File: src/rtl/rf_wb_arbiter.sv
`default_nettype none
// ============================================================================
//  Module   : rf_wb_arbiter
//  Purpose  : Round-robin arbiter sharing the single regfile write port among
//             N_REQ completing units; winner is registered onto the port.
//  Revision : 1.0
// ============================================================================
module rf_wb_arbiter #(
    parameter int N_REQ  = 4,
    parameter int ADDR_W = 5,
    parameter int DATA_W = 32
) (
    input  logic                      clk,
    input  logic                      rst,
    input  logic                      flush,
    input  logic [N_REQ-1:0]          req_valid,
    input  logic [N_REQ*ADDR_W-1:0]   req_addr,
    input  logic [N_REQ*DATA_W-1:0]   req_data,
    output logic [N_REQ-1:0]          req_ready,
    output logic                      rf_wena,
    output logic [ADDR_W-1:0]         rf_waddr,
    output logic [DATA_W-1:0]         rf_wdata,
    output logic [2:0]                last_grant,
    output logic [31:0]               wr_count
);

    localparam int               PTR_W = (N_REQ > 1) ? $clog2(N_REQ) : 1;
    localparam logic [PTR_W:0]   c_n   = (PTR_W+1)'(N_REQ);

    logic [PTR_W-1:0]  r_rr_ptr;
    logic              r_wena;
    logic [ADDR_W-1:0] r_waddr;
    logic [DATA_W-1:0] r_wdata;
    logic [2:0]        r_last_grant;
    logic [31:0]       r_wr_count;

    logic [PTR_W:0]    w_tmp;
    logic [PTR_W-1:0]  w_dist [N_REQ];
    logic [N_REQ-1:0]  w_grant;
    logic [PTR_W-1:0]  w_gidx;
    logic [ADDR_W-1:0] w_gaddr;
    logic [DATA_W-1:0] w_gdata;
    logic              w_xfer;
    logic [PTR_W-1:0]  w_next_ptr;

    // Priority is the distance of each requester from the round-robin pointer;
    // the valid requester with the smallest distance wins.
    always_comb begin
        w_tmp   = '0;
        w_grant = '0;
        w_gidx  = '0;
        w_gaddr = '0;
        w_gdata = '0;
        for (int i = 0; i < N_REQ; i++) begin
            w_tmp = {1'b0, PTR_W'(i)} + c_n - {1'b0, r_rr_ptr};
            if (w_tmp >= c_n) begin
                w_tmp = w_tmp - c_n;
            end
            w_dist[i] = w_tmp[PTR_W-1:0];
        end
        for (int i = 0; i < N_REQ; i++) begin
            w_grant[i] = req_valid[i];
            for (int j = 0; j < N_REQ; j++) begin
                if (j != i && req_valid[j] && (w_dist[j] < w_dist[i])) begin
                    w_grant[i] = 1'b0;
                end
            end
        end
        if (rst || flush) begin
            w_grant = '0;
        end
        for (int i = 0; i < N_REQ; i++) begin
            w_gidx  = w_gidx  | (PTR_W'(i) & {PTR_W{w_grant[i]}});
            w_gaddr = w_gaddr | (req_addr[i*ADDR_W +: ADDR_W] & {ADDR_W{w_grant[i]}});
            w_gdata = w_gdata | (req_data[i*DATA_W +: DATA_W] & {DATA_W{w_grant[i]}});
        end
    end

    assign w_xfer     = |w_grant;
    assign w_next_ptr = (w_gidx == PTR_W'(N_REQ-1)) ? '0 : w_gidx + PTR_W'(1);

    always_ff @(posedge clk) begin
        if (rst) begin
            r_rr_ptr     <= '0;
            r_wena       <= 1'b0;
            r_waddr      <= '0;
            r_wdata      <= '0;
            r_last_grant <= '0;
            r_wr_count   <= '0;
        end else begin
            // r0 writes are accepted but never reach the regfile or the counter
            r_wena <= w_xfer && (w_gaddr != '0);
            if (w_xfer) begin
                r_rr_ptr     <= w_next_ptr;
                r_last_grant <= 3'(w_gidx);
                r_waddr      <= w_gaddr;
                r_wdata      <= w_gdata;
                if (w_gaddr != '0) begin
                    r_wr_count <= r_wr_count + 32'd1;
                end
            end
        end
    end

    assign req_ready  = w_grant;
    assign rf_wena    = r_wena;
    assign rf_waddr   = r_waddr;
    assign rf_wdata   = r_wdata;
    assign last_grant = r_last_grant;
    assign wr_count   = r_wr_count;

endmodule
`default_nettype wire
File: config.mk
export PLATFORM = sky130hd
export DESIGN_NAME = rf_wb_arbiter
export DESIGN_NICKNAME = d
export VERILOG_FILES = /design/src/rtl/rf_wb_arbiter.sv
export SDC_FILE = /design/constraint.sdc
export NUM_CORES = 1
export LEC_CHECK = 0
export BUFFER_PORTS_ARGS = -buffer_cell sky130_fd_sc_hd__buf_2
export CORE_AREA = 8 8 102 104
export DETAILED_ROUTE_END_ITERATION = 8
export DIE_AREA = 0 0 110 112
export HOLD_SLACK_MARGIN = 0.12
export PLACE_DENSITY = 0.92
export SYNTH_ARGS = -nofsm -noshare
export SYNTH_HDL_FRONTEND = slang
export SYNTH_SLANG_ARGS = --single-unit
File: constraint.sdc
create_clock -name clk -period 4.4 [get_ports clk]
set_input_delay 0.44 -clock clk [delete_from_list [all_inputs] [get_ports clk]]
set_output_delay 0.44 -clock clk [all_outputs]
set_load 0.005 [all_outputs]
* Yosys cells after proc, flatten, opt, wreduce, memory -nomap -nowiden
Index checks and enable logic that the tools add are counted.
** Cells by class
- Bitwise gates (word level) :: 16
- Reduce and logical (&&, ||, !) cells :: 17
- Equality and inequality tests :: 1
- Magnitude comparators :: 16
- Add/subtract/negate cells :: 10
- Mux-type cells :: 18
** Operators with widths (count)
- $and A32 B32 Y32 :: 4
- $or A32 B32 Y32 :: 3
- $add A32 B1 Y32 const B :: 1
- $lt A2 B2 Y1 :: 12
- $and A5 B5 Y5 :: 4
- $or A5 B5 Y5 :: 3
- $logic_and A1 B1 Y1 :: 13
- $ge A3 B3 Y1 const B :: 4
- $mux W1 :: 12
- $sub A3 B2 Y3 const A :: 4
- $mux W2 :: 5
- $sub A2 B1 Y2 const B :: 4
- $reduce_bool A5 Y1 :: 1
- $mux W4 :: 1
- $reduce_or A4 Y1 :: 1
- $add A2 B1 Y2 const B :: 1
- $eq A2 B2 Y1 const B :: 1
- $or A1 B2 Y2 :: 1
- $or A2 B2 Y2 :: 1
- $reduce_and A2 Y1 :: 1
- $logic_or A1 B1 Y1 :: 1
** Word-level totals
- Logic and storage cells :: 84
- Output and inout port bits :: 77
- Register bits after elaboration :: 74
- Input port bits :: 155

* Logic depth before layout (Yosys ltp)
- Word-level depth :: 15
- Mapped depth :: 12
- Depth with buffers taken out :: 9

* Least setup slack after synthesis
OpenSTA, ideal clock, no wires.
- Path type :: flip-flop to flip-flop
- From :: reg r_rr_ptr[1]
- To :: reg r_wr_count[21] (netlist: wr_count[21])
- Data arrival time :: 2.619 ns
- Path buffers :: 2
- Setup time :: 0.123 ns
- Data required time :: 4.277 ns
- Slack :: 1.657 ns
- Period minus slack after synthesis :: 2.743 ns
- Cell stages (with the launch flop) :: 11
- Cell sequence :: dfxtp_1 inv_1 ha_1 a2111oi_4 buf_6 a22o_1 a221oi_2 and4_4 buf_6 a2111oi_4 mux2_1
** Between the ends
- Longest elaborated chain between the ends :: 15
- Elaborated cells between the ends (all ways) :: 63
- Those cells by class :: add/sub (8); order compare (16); mux (17); bitwise (7); reduce/logical (15)
** Ends and longest elaborated chain
- start: declaration :: line 30 : logic [PTR_W-1:0] r_rr_ptr;
- start signal: assignment :: line 94 : r_rr_ptr <= w_next_ptr;
- $sub A3 B2 Y3 :: line 55 : w_tmp = {1'b0, PTR_W'(i)} + c_n - {1'b0, r_rr_ptr};
- $ge A3 B3 Y1 / $sub A2 B1 Y2 (equally long branches) :: line 56, 57
- $mux W2 :: line 56 : if (w_tmp >= c_n) begin
- $lt A2 B2 Y1 :: line 64 : if (j != i && req_valid[j] && (w_dist[j] < w_dist[i])) begin
- $logic_and A1 B1 Y1 :: line 64
- $mux W1 (3 in series) :: line 64
- $mux W4 (*) :: line 69 : if (rst || flush) begin
- $and A5 B5 Y5 :: line 74 : w_gaddr = w_gaddr | (req_addr[i*ADDR_W +: ADDR_W] & {ADDR_W{w_grant[i]}});
- $or A5 B5 Y5 (3 in series) :: line 74
- $reduce_bool A5 Y1 :: line 98 : if (w_gaddr != '0) begin
- $reduce_and A2 Y1 (no source line) (*)
- end signal: assignment :: line 99 : r_wr_count <= r_wr_count + 32'd1;
- end: declaration :: line 35 : logic [31:0] r_wr_count;
Mark *: on every way between the ends. The rest lies on a longest branch, timed or not.
A chain may end at the register's enable or synchronous reset.

* Worst setup path after layout
Ends and elaborated chain as after synthesis.

==> results.toml <==
[global_route]
grt_overflow_total = 0
antenna_found_initial = 5
grt_pass1_vias = 4888
grt_max_degree = 101
grt_usage_pct = 25.39
grt_pass1_wl_mm = 24.88

[layout]
stdcell_count = 804
layout-drive-gt1-share_pct = 42.32
utilization_pct = 61.87
nets = 845
area_growth_pct = 32.73

[drt]
wirelength_mm = 16.23
drtAntennaViolNets = 0
routedWlPerCell_um = 20.18
drt-vias-per-instance = 5.971
route.detailed.drc = 0
drt_iter0_drc = 364
drtPass1Iterations = 8
vias = 4801

[synthesis]
synth_edf_count = 0
ys_seq_elements = 74
synth.top_cells.by_area = "dfxtp_1 (36%), a22oi_1 (12%), mux2_2 (6.8%), a31oi_1 (4.8%), nor2b_1 (4.2%)"
yosys.area.top_type = "dfxtp_1"
async_reset_ff_share_pct = 0
avgSynthCellArea_um2 = 8.615
netlist_area_um2 = 4144
ys_warn_count = 0
synth_fp_nets = 641
synth_top_area_share_pct = 35.75
ys.flop_type = "dfxtp_1"
yosysSeqAreaShare_pct = 35.75
netlist_instances = 481
synth_cell_type_count = 42

[pwr]
power_density_nw_per_um2 = 282.6
p_leak_nw = 2.472
vdd_drop_max_uv = 213.0

[sta]
fin_crit_sh_pct = 79.77
finalSetupTns_ps = 0
finalHoldViolCount = 0
fin_skew_ps = 9.399
worst_slew_pin_slew_ps = 1280
relSlewSlack_pct = 14.65
grt_setup_unrepaired = "no"
holdWs_ps = 374.2
finalSetupViolCount = 0
timing.fmax_ghz = 0.2849
fin_crit_ps = 3510
final-max-slew-violation-count = 0

[setup_path]
startpoint = "r_rr_ptr[1]"
crit_type = "flop to flop"
slowest_stage = "a2111oi_4"
arrival_ps = 3750
slowest_delay_ps = 730
crit_buf_inv = 1
worstPathCellList = "inv_1 > ha_1 > nor2b_1 > a2111oi_4 > a22oi_1 > and2_1 > a2111oi_4 > mux2_1"
crit_top_cell = "a2111oi_4"
path_delay_family = "compound AO/OA/AOI/OAI gates"
end_kind = "flop"
critPathRequiredTime_ps = 4640
r2r-start = "r_rr_ptr[1]"
crit_path_start_kind = "flop"
cp_max_fo = 31

[floorplan]
die_x_um = 110
die-area_um2 = 12320
initial_core_util_pct = 46.62
ioPinCount = 232
rows = 35
core_um2 = 8890
die_y_um = 112

[clock_tree]
cts_setup_buffers = 0
cts_tree = "yes"
cts_max_path_buffers = 2
root_buffer = "clkbuf_8"
clk_latency_ps = 350
h-tree-depth = 3
cts.clk_slew.worst_paths_ps = 90
cts-buffers-inserted = 9
clkSinkCount = 74
post_cts_resized = 0
hold_buffers = 0

[place]
portBuffers = 230
dp.cells = 785
place_congestion = 0.9675
hpwl_mm = 12.45

[job]
drv_cap = 0

[run_status]
status = "finished clean"

[hold_path]
min_from = "req_data[19]"
hold_path.class = "input port to flop"
==> placed cells by master, fill, tap and decap left out, drive strengths merged, types with 14 or more instances in the layout <==
| cell | n |
|---|---|
| a21oi | 26 |
| nand2 | 45 |
| nor2 | 36 |
| buf | 237 |
| a22oi | 66 |
| nor2b | 28 |
| nand3 | 14 |
| nand4 | 14 |
| mux2 | 27 |
| dfxtp | 74 |
| a31oi | 32 |
==> worst min-delay path: stages <==
cell	delay (ps)
buf_2	70
a22oi_1	50
a31oi_1	120
==> cell type report <==
type / instances / area [um^2]
Fill cell: 753 / 3390
Multi-Input combinational cell: 357 / 2442
Antenna cell: 3 / 7.507
Clock buffer: 10 / 137.6
Timing Repair Buffer: 237 / 1204
Sequential cell: 74 / 1481
Tap cell: 111 / 138.9
Inverter: 6 / 22.52
Clock inverter: 6 / 66.31
==> state kept, by name, summed over array words and instances, names as in the netlist <==
name / count
rf_wdata: 32
wr_count: 32
rf_waddr: 5
last_grant: 2
r_rr_ptr: 2
rf_wena: 1
==> stage by stage <==
stage          area [um^2]  setup slack, ps  total power, mW
3_5_place_dp          5289            973.1            1.019
2_1_floorplan         4144             1657           0.8797
3_3_place_gp          5289             1137            1.007
6_report              5500            890.0            1.554
4_1_cts               5493            937.8            1.561
5_1_grt               5498            661.5            1.623
==> cell families (layout without fill, tap and decap cells) <==
group / after synthesis / after routing / synth area share, %
multiplexers: 30 / 30 / 8.062
AND/OR/NAND/NOR: 165 / 165 / 20.68
AO/OA/AOI/OAI: 156 / 156 / 28.59
flip-flops: 74 / 74 / 35.75
adder cells (fa/ha/maj): 5 / 5 / 1.510
buffers and inverters: 50 / 259 / 5.314
other: 1 / 4 / 0.09049
==> synthesized netlist by cell type (3+ instances only) <==
cell type	number
buf_1	4
mux2i_1	3
o21ai_0	3
a31oi_1	32
buf_6	3
and3_1	10
nand3_1	14
inv_1	6
a211oi_1	7
a22oi_1	66
a21oi_1	26
ha_1	5
nand4_1	14
and2_1	4
nand2b_1	3
nor2_1	36
a2111oi_4	4
a22o_1	5
buf_2	5
dfxtp_1	74
a221oi_1	3
nand2_1	45
clkbuf_1	31
nor2b_1	28
mux2_2	25
==> routing by layer <==
layer	wire (um)	up-vias	global-route usage, %
met2	8278	288	43.46
met1	5558	2241	27.08
met4	574	6	10.09
met3	1782	55	9.532
met5	31	-	0
li1	-	2211	-
==> path summary, 6_finish.rpt <==
kind / slack [ps] / to / cells past startpoint
max reg2reg: 890 / wr_count[21] / 8
max: 890 / wr_count[21] / 8
min reg2reg: 470 / rf_waddr[4] / 2
min: 370 / rf_wdata[19] / 3
==> where the power goes <==
part | internal [mW] | leakage [nW] | switching, mW | total (mW)
Clock | 0.277 | 0.0945 | 0.270 | 0.547
Sequential | 0.701 | 0.601 | 0.0206 | 0.722
Combinational | 0.122 | 1.78 | 0.163 | 0.285
Total | 1.10 | 2.47 | 0.454 | 1.55
(Power assumes the default switching activity.)
